File: config.mk
export PLATFORM = sky130hd
export DESIGN_NAME = wash_phase_timer
export DESIGN_NICKNAME = d
export VERILOG_FILES = /design/src/rtl/wash_pkg.sv /design/src/rtl/wash_tick_prescaler.sv /design/src/rtl/wash_phase_timer.sv
export SDC_FILE = /design/constraint.sdc
export NUM_CORES = 1
export LEC_CHECK = 0
export BUFFER_PORTS_ARGS = -buffer_cell sky130_fd_sc_hd__buf_2
export CORE_ASPECT_RATIO = 1.5
export CORE_MARGIN = 1.5
export CORE_UTILIZATION = 53
export DETAILED_ROUTE_END_ITERATION = 8
export GPL_ROUTABILITY_DRIVEN = 0
export HOLD_SLACK_MARGIN = 0.03
export PLACE_DENSITY = 0.86
export SLEW_MARGIN = 20
export SYNTH_ARGS = -nofsm -noshare
export SYNTH_HDL_FRONTEND = slang
export SYNTH_SLANG_ARGS = --single-unit
File: constraint.sdc
create_clock -name clk -period 2.55 [get_ports clk]
set_clock_uncertainty 0.15 [all_clocks]
set_input_delay 0.51 -clock clk [delete_from_list [all_inputs] [get_ports clk]]
set_output_delay 0.51 -clock clk [all_outputs]
set_load 0.02 [all_outputs]
File: src/rtl/wash_pkg.sv
// Shared types and default timing constants for the wash phase timer.
package wash_pkg;

  // Program codes; a select of 3 decodes to normal.
  typedef enum logic [1:0] {
    PROG_QUICK  = 2'd0,
    PROG_NORMAL = 2'd1,
    PROG_HEAVY  = 2'd2
  } prog_e;

  // Phase supervisor states.
  typedef enum logic [2:0] {
    ST_IDLE  = 3'd0,
    ST_FILL  = 3'd1,
    ST_WASH  = 3'd2,
    ST_DRAIN = 3'd3,
    ST_SPIN  = 3'd4,
    ST_DONE  = 3'd5,
    ST_FAULT = 3'd6
  } phase_e;

  // Bit positions of the control-FSM activity vector.
  localparam int ON_FILL  = 0;
  localparam int ON_WASH  = 1;
  localparam int ON_DRAIN = 2;
  localparam int ON_SPIN  = 3;

  localparam int TICK_DIV_DEF    = 100000;
  localparam int CNT_W_DEF       = 12;
  localparam int FILL_LIMIT_DEF  = 120;
  localparam int DRAIN_LIMIT_DEF = 90;

  // Phase durations in seconds.
  localparam int WASH_QUICK_DEF  = 300;
  localparam int WASH_NORMAL_DEF = 900;
  localparam int WASH_HEAVY_DEF  = 1500;
  localparam int SPIN_QUICK_DEF  = 120;
  localparam int SPIN_NORMAL_DEF = 300;
  localparam int SPIN_HEAVY_DEF  = 600;

  function automatic prog_e decode_prog(input logic [1:0] sel);
    return (sel == 2'd3) ? PROG_NORMAL : prog_e'(sel);
  endfunction

endpackage

File: src/rtl/wash_tick_prescaler.sv
// Free-running divider producing a one-clock tick every TICK_DIV clocks.
module wash_tick_prescaler #(
  parameter int TICK_DIV = 4
) (
  input  logic clk,
  input  logic reset,
  output logic tick
);

  localparam int CW = (TICK_DIV > 1) ? $clog2(TICK_DIV) : 1;

  logic [CW-1:0] cnt;

  assign tick = (cnt == CW'(TICK_DIV - 1));

  // Count 0..TICK_DIV-1 and wrap.
  always_ff @(posedge clk or negedge reset) begin
    if (!reset)    cnt <= '0;
    else if (tick) cnt <= '0;
    else           cnt <= cnt + 1'b1;
  end

endmodule

File: src/rtl/wash_phase_timer.sv
// Phase timer/watchdog beside the washer control FSM: generates wash and spin
// timeouts from the latched program and faults on fill/drain overrun or on
// overlapping phase requests.
module wash_phase_timer
  import wash_pkg::*;
#(
  parameter int TICK_DIV    = TICK_DIV_DEF,
  parameter int CNT_W       = CNT_W_DEF,
  parameter int FILL_LIMIT  = FILL_LIMIT_DEF,
  parameter int DRAIN_LIMIT = DRAIN_LIMIT_DEF,
  parameter int WASH_QUICK  = WASH_QUICK_DEF,
  parameter int WASH_NORMAL = WASH_NORMAL_DEF,
  parameter int WASH_HEAVY  = WASH_HEAVY_DEF,
  parameter int SPIN_QUICK  = SPIN_QUICK_DEF,
  parameter int SPIN_NORMAL = SPIN_NORMAL_DEF,
  parameter int SPIN_HEAVY  = SPIN_HEAVY_DEF
) (
  input  logic             clk,
  input  logic             reset,
  input  logic [1:0]       prog_sel,
  input  logic             prog_load,
  input  logic             door_lock,
  input  logic             fill_on,
  input  logic             wash_on,
  input  logic             drain_on,
  input  logic             spin_on,
  input  logic             fault_clr,
  output logic             cycle_timeout,
  output logic             spin_timeout,
  output logic             fault,
  output logic             busy,
  output logic [CNT_W-1:0] remaining
);

  logic             tick;
  logic [3:0]       on, on_q, rise;
  logic             multi, door_q, door_fall;
  prog_e            prog;
  phase_e           state, state_d;
  logic [CNT_W-1:0] rem, rem_d;
  logic             done_spin, done_spin_d;
  logic [CNT_W-1:0] wash_time, spin_time;
  logic             enter;
  phase_e           enter_state;
  logic [CNT_W-1:0] enter_rem;
  logic             own, expire;

  wash_tick_prescaler #(.TICK_DIV(TICK_DIV)) u_prescaler (
    .clk   (clk),
    .reset (reset),
    .tick  (tick)
  );

  assign on        = {spin_on, drain_on, wash_on, fill_on};
  assign rise      = on & ~on_q;
  assign multi     = (on & (on - 4'd1)) != 4'd0;
  assign door_fall = door_q && !door_lock;

  // Input history for edge detection and the program latch (idle-only loads).
  always_ff @(posedge clk or negedge reset) begin
    if (!reset) begin
      on_q   <= '0;
      door_q <= 1'b0;
      prog   <= PROG_NORMAL;
    end else begin
      on_q   <= on;
      door_q <= door_lock;
      if (prog_load && !door_lock) prog <= decode_prog(prog_sel);
    end
  end

  // Duration table lookup for the latched program.
  always_comb begin
    wash_time = CNT_W'(WASH_NORMAL);
    spin_time = CNT_W'(SPIN_NORMAL);
    case (prog)
      PROG_QUICK: begin wash_time = CNT_W'(WASH_QUICK); spin_time = CNT_W'(SPIN_QUICK); end
      PROG_HEAVY: begin wash_time = CNT_W'(WASH_HEAVY); spin_time = CNT_W'(SPIN_HEAVY); end
      default:    ;
    endcase
  end

  // Phase entered by a single rising request, with its load value.
  always_comb begin
    enter       = 1'b1;
    enter_state = ST_IDLE;
    enter_rem   = '0;
    if (rise[ON_FILL])       begin enter_state = ST_FILL;  enter_rem = CNT_W'(FILL_LIMIT);  end
    else if (rise[ON_WASH])  begin enter_state = ST_WASH;  enter_rem = wash_time;           end
    else if (rise[ON_DRAIN]) begin enter_state = ST_DRAIN; enter_rem = CNT_W'(DRAIN_LIMIT); end
    else if (rise[ON_SPIN])  begin enter_state = ST_SPIN;  enter_rem = spin_time;           end
    else                     enter = 1'b0;
  end

  // Activity bit owning the current phase, and countdown expiry this clock.
  always_comb begin
    own = 1'b0;
    case (state)
      ST_FILL:  own = fill_on;
      ST_WASH:  own = wash_on;
      ST_DRAIN: own = drain_on;
      ST_SPIN:  own = spin_on;
      ST_DONE:  own = done_spin ? spin_on : wash_on;
      default:  own = 1'b0;
    endcase
    expire = (rem == '0) || (tick && rem == CNT_W'(1));
  end

  // Next-state and countdown logic.
  always_comb begin
    state_d     = state;
    rem_d       = rem;
    done_spin_d = done_spin;
    if (multi && state != ST_FAULT) begin
      state_d = ST_FAULT;
      rem_d   = '0;
    end else begin
      case (state)
        ST_IDLE: begin
          if (enter) begin
            state_d = enter_state;
            rem_d   = enter_rem;
          end
        end
        ST_FILL, ST_WASH, ST_DRAIN, ST_SPIN: begin
          if (door_fall) begin
            state_d = ST_IDLE;
            rem_d   = '0;
          end else if (!own) begin
            // Leaving a phase; a simultaneous new request is entered directly.
            state_d = enter ? enter_state : ST_IDLE;
            rem_d   = enter ? enter_rem : '0;
          end else if (expire) begin
            rem_d = '0;
            if (state == ST_FILL || state == ST_DRAIN) begin
              state_d = ST_FAULT;
            end else begin
              state_d     = ST_DONE;
              done_spin_d = (state == ST_SPIN);
            end
          end else if (tick) begin
            rem_d = rem - 1'b1;
          end
        end
        ST_DONE: begin
          if (!own) begin
            state_d = enter ? enter_state : ST_IDLE;
            rem_d   = enter ? enter_rem : '0;
          end
        end
        ST_FAULT: begin
          rem_d = '0;
          if (fault_clr && !door_lock) state_d = ST_IDLE;
        end
        default: begin
          state_d = ST_IDLE;
          rem_d   = '0;
        end
      endcase
    end
  end

  // State, countdown and finished-phase kind registers.
  always_ff @(posedge clk or negedge reset) begin
    if (!reset) begin
      state     <= ST_IDLE;
      rem       <= '0;
      done_spin <= 1'b0;
    end else begin
      state     <= state_d;
      rem       <= rem_d;
      done_spin <= done_spin_d;
    end
  end

  assign cycle_timeout = (state == ST_DONE) && !done_spin;
  assign spin_timeout  = (state == ST_DONE) &&  done_spin;
  assign fault         = (state == ST_FAULT);
  assign busy          = (state == ST_FILL) || (state == ST_WASH) ||
                         (state == ST_DRAIN) || (state == ST_SPIN);
  assign remaining     = rem;

endmodule

[Word-level counts from Yosys, hierarchy flattened]
Index checks and enable logic that the tools add are counted.
Storage, ports and cells
  register bits after elaboration: 40
  output and inout port bits: 16
  word-level logic and storage cells: 91
Operators by class
  equality and inequality tests: 16
  reductions and logical operators: 22
  mux-type cells: 37
  $add $sub $neg: 3
  bitwise gates (word level): 6
Operator list (number)
  2-to-1 mux 12 bit: 12
  2-to-1 mux 3 bit: 12
  case mux 12 bit (3 select lines): 1
  case mux 11 bit (2 select lines): 1
  case mux 10 bit (2 select lines): 1
  adder 17 x 1 -> 17 bit, second input constant: 1
  == test 17 bit, second input constant: 1
  2-to-1 mux 17 bit: 1
  == test 12 x 1 -> 1 bit, second input constant: 1
  logical NOT 12 bit: 1
  case mux 3 bit (4 select lines): 1
  subtractor 12 x 1 -> 12 bit, second input constant: 1
  == test 3 bit, second input constant: 3
  inequality test 3 bit, second input constant: 3
  AND 4 bit: 2
  logical AND 1 bit: 7
  == test 3 x 2 -> 1 bit, second input constant: 2
  inequality test 6 bit, second input constant: 1
  AND reduction 6 bit: 1
  logical OR 1 bit: 5
  2-to-1 mux 1 bit: 5
  inequality test 5 bit, second input constant: 1
  case mux 1 bit (5 select lines): 1
  == test 2 bit, second input constant: 2
  13 further kinds: 17

[Longest topological paths before layout]
Gate-level depths: netlist (run 1).
  depth in word-level cells: 11
  depth in mapped cells: 8
  depth with buffers taken out: 8

[Hierarchy]
A second synthesis (run 1) with hierarchy kept.
Second synthesis, totals
  cell total of the unflattened synthesis: 294
  area total of the unflattened synthesis: 2690.1 um^2
By module, submodules not included
  wash_phase_timer: instances 1, area each 1896.8 um^2, cells an instance 220, sequential area each 576.8 um^2
  wash_tick_prescaler: instances 1, area each 793.3 um^2, cells an instance 74, sequential area each 425.4 um^2

[Least setup slack after synthesis (run 1)]
No wires, ideal clock.
  kind: reg-to-reg
  from: register u_prescaler.cnt[0]
  to: register rem[0] (netlist: remaining[0])
  path slack: 0.059 ns
  stages on the path, launching flop included: 9
  clock period less this slack: 2.491 ns
  arrival time: 2.216 ns
  required time: 2.275 ns
  path through: dfrtp_1 -> ha_1 -> and4_1 -> and4_2 -> a21oi_1 -> o21ai_4 -> o31ai_4 -> nor2_1 -> mux2_2
On the way
  cells in the longest elaborated chain, start to end: 8
RTL lines
  from (decl): RTL line wash_tick_prescaler.sv:12  | logic [CW-1:0] cnt;
  from (signal assigned): RTL line wash_tick_prescaler.sv:20  | else cnt <= cnt + 1'b1;
  == test 17 bit *: RTL line wash_tick_prescaler.sv:14  | assign tick = (cnt == CW'(TICK_DIV - 1));
  logical AND 1 bit: RTL line wash_phase_timer.sv:106  | expire = (rem == '0) || (tick && rem == CNT_W'(1));
  logical OR 1 bit: RTL line wash_phase_timer.sv:106
  2-to-1 mux 12 bit: RTL line wash_phase_timer.sv:133  | end else if (expire) begin
  2-to-1 mux 12 bit: RTL line wash_phase_timer.sv:129  | end else if (!own) begin
  2-to-1 mux 12 bit: RTL line wash_phase_timer.sv:126  | if (door_fall) begin
  case mux 12 bit (3 select lines): RTL line wash_phase_timer.sv:118  | case (state)
  2-to-1 mux 12 bit: RTL line wash_phase_timer.sv:114  | if (multi && state != ST_FAULT) begin
  to (signal assigned): RTL line wash_phase_timer.sv:171  | rem <= rem_d;
  to (decl): RTL line wash_phase_timer.sv:40  | logic [CNT_W-1:0] rem, rem_d;
Every way passes the cells marked *; elsewhere a longest branch is shown, timed or not.
A chain may end at the register's enable or synchronous reset.

[Worst setup path in the final report (run 1)]
  from: register rem[7] (netlist: remaining[7])
  to: register rem[10] (netlist: remaining[10])
On the way
  cells in the longest elaborated chain, start to end: 8
RTL lines
  branches (longest 8 deep; another with subtractor 12 x 1 -> 12 bit)
Parallel ways; which one is timed is not known. The select of a mux whose other input is x is not followed.

==> flow_summary.rst, run 1 <==
.. list-table::
   :header-rows: 1

   * - Metric
     - Value
   * - Final WL
     - 6.20 mm
   * - Result of the run
     - completed
   * - Number of maximum-capacitance constraint violations
     - 0
   * - Setup slack at placement
     - just under 0.006 ns
   * - # H-tree levels
     - 2
   * - Crit path largest cell delay
     - 0.47 ns
   * - Count of inserted antenna diode cells
     - 0
   * - Switching power share of the total
     - 44.7%
   * - Area of placed instances
     - 2830 um2
   * - Via-per-instance ratio
     - 5.89
   * - Leak pwr
     - approximately 1.3 nW
   * - Overflow left after global routing
     - 0
   * - Launching element type of the critical path
     - register
   * - Total count of max-transition violations in the final report
     - 0
   * - Type of the worst setup path
     - register to register
   * - Number of routed nets with antenna violations
     - 0
   * - Family with the most delay on the worst path
     - simple AND/OR/NAND/NOR gates
   * - Hold slack final
     - 0.179 ns
   * - Clock insertion delay at the later pin of the skew report
     - roughly 0.30 ns
   * - Average wire per standard cell
     - 16.1 um
   * - Largest fanout of any net on the critical path
     - 7
   * - Post-synthesis area per instance
     - 9.36 um2
   * - Logic pwr share
     - 57.9%
   * - TritonCTS clock tree
     - yes
   * - Seq. cell area
     - 1000 um2
   * - Critical path data arrival time
     - 2.49 ns
   * - Violation count after the first detailed-routing iteration
     - 139
   * - Cell area after layout
     - 3030 um2
   * - Area Overhead vs Synth
     - 20.8%
   * - Number of iterations in the first detailed-routing pass
     - 6
   * - Leading register cell type out of synthesis
     - sky130_fd_sc_hd__dfrtp_1
   * - Die width
     - around 60 um
   * - Wire length of the first global-routing pass
     - 10.4 mm
   * - DRC violations left
     - 0
   * - Core ar.
     - 4540 um2
   * - YS warnings
     - 0
   * - Standard cell with the maximum stage delay on the critical path
     - sky130_fd_sc_hd__or4_4
   * - Net load switching power
     - ~1.4 mW
   * - HPWL after DPL
     - 4.54 mm
   * - Count of flip-flops with a built-in enable after synthesis
     - 0
   * - Worst-case clock buffer depth
     - 2
   * - Global Route Usage Sum
     - 26.6%
   * - Vias in the first global route
     - 2382
   * - Initial core utilization
     - 55.2%
   * - Clock buffers created by TritonCTS
     - 5
   * - CTS sink cnt
     - 40
   * - Final hold violation count
     - 0
   * - Register bit count reported by yosys
     - 40
   * - Post-layout nets
     - 337
   * - Post-layout minimum cycle time
     - ~2.5 ns
   * - Hold WC Path Type
     - input port to asynchronous set/reset pin
   * - Worst EP required
     - roughly 2.6 ns
   * - Sequential fraction of design power
     - 27.5%
   * - Total of fill cells in the finished design
     - 362
   * - Worst setup EP type
     - register
   * - Number of antenna violations at the first check in global routing
     - 0
   * - Cell Int Power
     - ~1.7 mW
   * - Worst rel slew slack
     - 39.0%
   * - Top Ports
     - 27
   * - Die footprint
     - 5160 um2
   * - Die height
     - 87.2 um
   * - Master cell of the clock root buffer
     - sky130_fd_sc_hd__clkbuf_8
   * - # setup viols final
     - 0
   * - Distinct cell type count of the synthesized netlist
     - 68
   * - Post-synthesis cell area
     - 2510 um2
   * - Num rows
     - 30
   * - Share of cells above drive strength 1
     - 30.7%
   * - Total power density per cell area
     - 1010 nW/um2
   * - Share of flip-flops with an asynchronous set or reset after synthesis
     - 100%
   * - Relative contribution of the clock network to total power
     - 14.5%
   * - Share of synthesized area occupied by flip-flops and latches
     - 40.0%
   * - Port Buf Inserts
     - 26
   * - Count of buffering cells on the critical path with inverters included
     - 1
   * - Critical path, cell by cell
     - nor4_4, nand3b_2, or4_4, o21ai_4, o31ai_4, buf_4, o21ai_1, o21ai_0
   * - Multi-input gate area in the final layout
     - 1500 um2
   * - Share of the clock period used by the worst path
     - 96.5%
   * - Peak ir drop on the vdd network
     - 0.000424 V
   * - Post-synthesis instance total
     - 268
   * - DR vias
     - 2274
   * - Post-route setup slack
     - 0.0900 ns
   * - Tightest Pin Transition
     - ~0.92 ns
   * - Maximum number of pins on one net before global-route repair
     - just over 40
   * - Final Total Pwr
     - 3.06 mW
   * - Maximum achievable frequency
     - 0.407 GHz
   * - Net Count, Synth
     - 284
   * - Register clock-pin slew on the reported worst setup and hold paths
     - 0.08 ns
-- registers in the layout, summed over array words and instances (netlist names) --
signal / flops
on_q: 4
door_q: 1
remaining: 12
state: 3
u_prescaler.cnt: 17
prog: 2
done_spin: 1
-- worst reg2reg max path, delay by kind of cell (launching register included) --
family | cells | cell delay, ns
simple gates | 3 | 0.90
buf+inv | 1 | 0.17
flops | 1 | 0.43
compound gates | 4 | 0.69
-- per-layer routing --
| metal | part of all wire (%) | up-vias | track usage [%] |
|---|---|---|---|
| li1 | - | 1087 | - |
| met1 | 39 | 1093 | 29.8 |
| met2 | 53 | 70 | 45.6 |
| met3 | 3.6 | 24 | 5.20 |
| met4 | 4.3 | 0 | 15.5 |
| met5 | 0 | - | 0 |
-- power by group through the flow --
stage / Sequential, mW / Combinational [mW] / Clock [mW]
finish: 0.842 / 1.77 / 0.445
global route: 0.858 / 1.94 / 0.475
detailed placement: 0.847 / 1.61 / 0
CTS: 0.835 / 1.63 / 0.447
floorplan: 0.871 / 1.04 / 0
global placement: 0.843 / 1.59 / 0
-- synthesized netlist by cell type (2+ instances only) --
library cell / n / share of area, %
sky130_fd_sc_hd__a211oi_1: 2 / 0.60
sky130_fd_sc_hd__a21oi_1: 9 / 1.8
sky130_fd_sc_hd__a22o_1: 3 / 1.0
sky130_fd_sc_hd__a31oi_1: 5 / 1.2
sky130_fd_sc_hd__a32oi_1: 2 / 0.70
sky130_fd_sc_hd__and2_1: 2 / 0.50
sky130_fd_sc_hd__and3_1: 6 / 1.5
sky130_fd_sc_hd__and3_2: 2 / 0.60
sky130_fd_sc_hd__buf_2: 2 / 0.40
sky130_fd_sc_hd__dfrtp_1: 39 / 39
sky130_fd_sc_hd__ha_1: 5 / 2.5
sky130_fd_sc_hd__inv_1: 9 / 1.3
sky130_fd_sc_hd__mux2_2: 3 / 1.3
sky130_fd_sc_hd__nand2_1: 23 / 3.4
sky130_fd_sc_hd__nand2b_1: 8 / 2.0
sky130_fd_sc_hd__nand3_1: 9 / 1.8
sky130_fd_sc_hd__nand4_1: 2 / 0.50
sky130_fd_sc_hd__nor2_1: 28 / 4.2
sky130_fd_sc_hd__nor2b_1: 9 / 2.2
sky130_fd_sc_hd__nor3_1: 7 / 1.4
sky130_fd_sc_hd__nor3b_1: 3 / 0.90
sky130_fd_sc_hd__nor4_1: 7 / 1.7
sky130_fd_sc_hd__o21ai_0: 21 / 4.2
sky130_fd_sc_hd__o22ai_1: 2 / 0.50
sky130_fd_sc_hd__o2bb2ai_1: 2 / 0.70
sky130_fd_sc_hd__o31ai_1: 2 / 0.60
sky130_fd_sc_hd__o32ai_1: 2 / 0.70
sky130_fd_sc_hd__xnor2_1: 9 / 3.1
sky130_fd_sc_hd__xor2_1: 6 / 2.1
-- cell families after synthesis --
logic type / Yosys count / synth area share (%)
compound gates: 68 / 20.1
buf+inv: 14 / 2.89
xor+xnor: 15 / 5.24
simple gates: 122 / 27.5
flops: 40 / 40.0
mux: 4 / 1.75
fa+ha+maj: 5 / 2.50
-- worst paths after layout --
kind / startpoint / end / slack, ns / cells past startpoint
worst min-delay path: reset / remaining[7] / 0.18 / 1
min in group clk: door_lock / door_q / 0.20 / 1
worst max register to register: remaining[7] / remaining[10] / 0.09 / 8
max in group asynchronous: reset / state[2] / 1.45 / 1
worst max-delay path: remaining[7] / remaining[10] / 0.09 / 8
worst min register to register: u_prescaler.cnt[11] / u_prescaler.cnt[11] / 0.36 / 1
-- through the flow --
step / std cells / TNS, ns / util (%)
2_1_floorplan: 268 / 0 / -
3_3_place_gp: 373 / 0 / 62.3
3_5_place_dp: 373 / 0 / 62.3
4_1_cts: 383 / 0 / 64.7
5_1_grt: 386 / -0.0185 / 66.7
6_report: 386 / 0 / 66.7
-- placed cells by master (no fill, tap or decap), types with 3 or more instances in the layout --
master	instances
sky130_fd_sc_hd__a21oi_1	7
sky130_fd_sc_hd__a22o_1	3
sky130_fd_sc_hd__a31oi_1	5
sky130_fd_sc_hd__and3_1	6
sky130_fd_sc_hd__buf_2	26
sky130_fd_sc_hd__buf_4	25
sky130_fd_sc_hd__clkbuf_8	6
sky130_fd_sc_hd__dfrtp_1	37
sky130_fd_sc_hd__ha_1	3
sky130_fd_sc_hd__inv_1	9
sky130_fd_sc_hd__mux2_2	3
sky130_fd_sc_hd__nand2_1	23
sky130_fd_sc_hd__nand2b_1	8
sky130_fd_sc_hd__nand3_1	9
sky130_fd_sc_hd__nor2_1	26
sky130_fd_sc_hd__nor2_2	3
sky130_fd_sc_hd__nor2b_1	9
sky130_fd_sc_hd__nor3_1	7
sky130_fd_sc_hd__nor4_1	5
sky130_fd_sc_hd__o21ai_0	18
sky130_fd_sc_hd__o21ai_1	4
sky130_fd_sc_hd__xnor2_1	9
sky130_fd_sc_hd__xor2_1	6
-- repair_timing --
item	in CTS	in global routing
hold buffers	0	0
endpoints found under the setup margin	1	14
gates resized for setup	0	18
pin swaps	1	3
buffers inserted	2	3
-- cell type report --
| class | instances | area share [%] |
|---|---|---|
| inverters | 9 | 1.12 |
| flip-flops and latches | 40 | 33.2 |
| clock inverters | 2 | 0.330 |
| well taps | 64 | 2.64 |
| multi-input cells | 214 | 49.5 |
| clock buffers | 6 | 2.73 |
| repair buffers | 51 | 10.5 |
No activity file was read; power rests on OpenSTA's default activity.
==> run 2, diff against run 1 <==
--- a/config.mk
+++ b/config.mk
@@ -5,14 +5,14 @@
 export SDC_FILE = /design/constraint.sdc
 export NUM_CORES = 1
 export LEC_CHECK = 0
-export BUFFER_PORTS_ARGS = -buffer_cell sky130_fd_sc_hd__buf_2
+export BUFFER_PORTS_ARGS = -buffer_cell sky130_fd_sc_hd__buf_4
 export CORE_ASPECT_RATIO = 1.5
 export CORE_MARGIN = 1.5
 export CORE_UTILIZATION = 53
 export DETAILED_ROUTE_END_ITERATION = 8
 export GPL_ROUTABILITY_DRIVEN = 0
 export HOLD_SLACK_MARGIN = 0.03
-export PLACE_DENSITY = 0.86
+export PLACE_DENSITY_LB_ADDON = 0.05
 export SLEW_MARGIN = 20
 export SYNTH_ARGS = -nofsm -noshare
 export SYNTH_HDL_FRONTEND = slang
==> run 2 against run 1 <==
Effect of this change:
- register-to-register slack lost 0.02 ns
- sequential power rose by 0.6%
- final area increased by 2.6%
- critical endpoint is now remaining[0]
==> flow_summary.rst, run 2 (synthesized netlist as in run 1, its figures left out) <==
.. list-table::
   :header-rows: 1

   * - Metric
     - Value
   * - Worst setup EP type
     - register
   * - Maximum number of pins on one net before global-route repair
     - 41 (unchanged)
   * - Share of cells above drive strength 1
     - 29.3% (-1.4 points)
   * - Unrepaired setup endpoints after global routing
     - true
   * - Total count of max-transition violations in the final report
     - 0 (unchanged)
   * - Tightest Pin Transition
     - 0.510 ns (-0.405 ns)
   * - Initial core utilization
     - 55.2% (unchanged)
   * - Register clock-pin slew on the reported worst setup and hold paths
     - 0.09 ns (about the same)
   * - HPWL after DPL
     - 4.53 mm (-0.17%)
   * - Total power density per cell area
     - 1050 nW/um2 (+4.1%)
   * - Final Total Pwr
     - 3.27 mW (+6.8%)
   * - Final WL
     - 6.10 mm (-1.6%)
   * - Maximum achievable frequency
     - 0.404 GHz (-0.63%)
   * - Worst EP required
     - 2.59 ns (about the same)
   * - DRC violations left
     - 0 (unchanged)
   * - Post-layout minimum cycle time
     - 2.48 ns (+0.0156 ns)
   * - Layout Cells excl Fill
     - 388 (+0.52%)
   * - Share of the clock period used by the worst path
     - 97.1% (+0.61 points)
   * - Largest fanout of any net on the critical path
     - 9 (+2)
   * - # H-tree levels
     - 2 (unchanged)
   * - Die footprint
     - 5160 um2 (unchanged)
   * - Sequential fraction of design power
     - 25.9% (-1.6 points)
   * - Seq. cell area
     - 1010 um2 (+0.12%)
   * - DR vias
     - 2216 (-2.6%)
   * - Cell area after layout
     - 3110 um2 (+2.6%)
   * - Total of fill cells in the finished design
     - 374 (+3.3%)
   * - Clock insertion delay at the later pin of the skew report
     - 0.31 ns (about the same)
   * - Vias in the first global route
     - 2196 (-7.8%)
   * - Master cell of the clock root buffer
     - sky130_fd_sc_hd__clkbuf_8
   * - Cell count of the worst reg-to-reg path
     - 8 (unchanged)
   * - Worst-case clock buffer depth
     - 2 (unchanged)
   * - Logic pwr share
     - 56.2% (-1.7 points)
   * - Peak ir drop on the vdd network
     - 0.000429 V (+1.1%)
   * - Top Ports
     - 27 (unchanged)
   * - Via-per-instance ratio
     - 5.71 (-3.1%)
   * - Switching power share of the total
     - 42.2% (-2.5 points)
   * - Type of the worst setup path
     - register to register
   * - Multi-input gate area in the final layout
     - 1460 um2 (-2.4%)
   * - Launching element type of the critical path
     - register
   * - Port Buf Inserts
     - 26 (unchanged)
   * - Number of iterations in the first detailed-routing pass
     - 4 (-2)
   * - Average wire per standard cell
     - 15.7 um (-2.1%)
   * - Num rows
     - 30 (unchanged)
   * - Wire length of the first global-routing pass
     - 10.2 mm (-1.9%)
   * - CTS sink cnt
     - 40 (unchanged)
   * - Most flop-heavy register
     - u_prescaler.cnt
   * - Most common cell after layout, fill and taps aside
     - sky130_fd_sc_hd__buf_4
   * - Critical path data arrival time
     - 2.51 ns (+0.02 ns)
   * - Number of hold-repair buffers added at the cts stage
     - 0 (unchanged)
   * - TritonCTS clock tree
     - yes
   * - Net load switching power
     - 1.38 mW (+0.83%)
   * - Max FFs per register
     - 17 (unchanged)
   * - Number of routed nets with antenna violations
     - 0 (unchanged)
   * - Most frequent cells in the layout
     - 53 x sky130_fd_sc_hd__buf_4, 36 x sky130_fd_sc_hd__dfrtp_1, 28 x sky130_fd_sc_hd__nor2_1, 23 x sky130_fd_sc_hd__nand2_1, 19 x sky130_fd_sc_hd__o21ai_0
   * - # setup viols final
     - 0 (unchanged)
   * - Number of antenna violations at the first check in global routing
     - 0 (unchanged)
   * - Number of maximum-capacitance constraint violations
     - 0 (unchanged)
   * - Die width
     - 59.2 um (unchanged)
   * - Worst rel slew slack
     - 66.0% (+27 points)
   * - Post-layout nets
     - 339 (+0.59%)
   * - Result of the run
     - completed
   * - Global Route Usage Sum
     - 26.3% (-0.26 points)
   * - Clock buffers created by TritonCTS
     - 5 (unchanged)
   * - Relative contribution of the clock network to total power
     - 17.9% (+3.4 points)
   * - Leak pwr
     - 1.39 nW (+2.7%)
   * - Cell Int Power
     - 1.89 mW (+12%)
   * - Violation count after the first detailed-routing iteration
     - 142 (+2.2%)
   * - Area Overhead vs Synth
     - 24.0%
   * - Hold slack final
     - 0.000327 ns (-0.179 ns)
   * - Overflow left after global routing
     - 0 (unchanged)
   * - Placed cell count
     - 375 (+0.54%)
   * - Core ar.
     - 4540 um2 (unchanged)
   * - Hold WC Path Type
     - input port to asynchronous set/reset pin
   * - Final hold violation count
     - 0 (unchanged)
   * - Count of inserted antenna diode cells
     - 0 (unchanged)
   * - Die height
     - 87.2 um (unchanged)
   * - Area of placed instances
     - 2910 um2 (+2.8%)
run 2: path summary, 6_finish.rpt:
check / start / to / slack, ns
worst min register to register: u_prescaler.cnt[0] / u_prescaler.cnt[0] / 0.32
worst min-delay path: reset / done_spin / 0.0003
max in group asynchronous: reset / prog[0] / 1.85
worst max register to register: state[1] / remaining[0] / 0.07
worst max-delay path: state[1] / remaining[0] / 0.07
min in group clk: door_lock / door_q / 0.18
run 2: worst max-delay path, stage by stage (launching register included):
cell                        delay, ns
sky130_fd_sc_hd__dfrtp_2         0.48
sky130_fd_sc_hd__buf_4           0.18
sky130_fd_sc_hd__nor3b_1         0.33
sky130_fd_sc_hd__o2111ai_1       0.17
sky130_fd_sc_hd__a21oi_2         0.26
sky130_fd_sc_hd__o21ai_4         0.14
sky130_fd_sc_hd__o31ai_4         0.26
sky130_fd_sc_hd__nor2_1          0.11
sky130_fd_sc_hd__mux2_2          0.28
run 2: what timing repair did:
action	in CTS	in global routing
buffers inserted	0	5
pin swaps	0	2
setup endpoints to repair	1	12
gates resized for setup	2	9
run 2: power groups by stage:
| stage | Clock, mW | Combinational (mW) | Sequential [mW] |
|---|---|---|---|
| 2_1_floorplan | 0 | 1.04 | 0.871 |
| 3_3_place_gp | 0 | 1.73 | 0.860 |
| 3_5_place_dp | 0 | 1.72 | 0.863 |
| 4_1_cts | 0.593 | 1.73 | 0.852 |
| 5_1_grt | 0.607 | 1.99 | 0.864 |
| 6_report | 0.585 | 1.84 | 0.847 |
run 2: area by class of cell:
| cell class | instances | share of cell area (%) |
|---|---|---|
| Clock inverter | 1 | 0.966 |
| Timing Repair Buffer | 53 | 12.8 |
| Sequential cell | 40 | 32.4 |
| Clock buffer | 7 | 3.10 |
| Multi-Input combinational cell | 214 | 47.1 |
| Tap cell | 64 | 2.58 |
| Inverter | 9 | 1.09 |
run 2: per-layer routing:
metal / vias to the layer above / GRT usage (%) / share of wire [%]
met5: - / 0 / 0
met3: 9 / 3.71 / 3.6
li1: 1090 / - / -
met1: 1064 / 32.4 / 43
met2: 53 / 45.7 / 52
met4: 0 / 9.92 / 1.8
run 2: per-stage QoR:
| step | setup slack, ns | TNS [ns] | util [%] |
|---|---|---|---|
| after floorplan | 0.0593 | 0 | - |
| after global placement | -0.0229 | -0.0229 | 64.0 |
| after detailed placement | -0.0000431 | -0.0000431 | 64.0 |
| after CTS | 0.0259 | 0 | 66.9 |
| after global routing | -0.0176 | -0.0540 | 68.4 |
| final | 0.0744 | 0 | 68.4 |
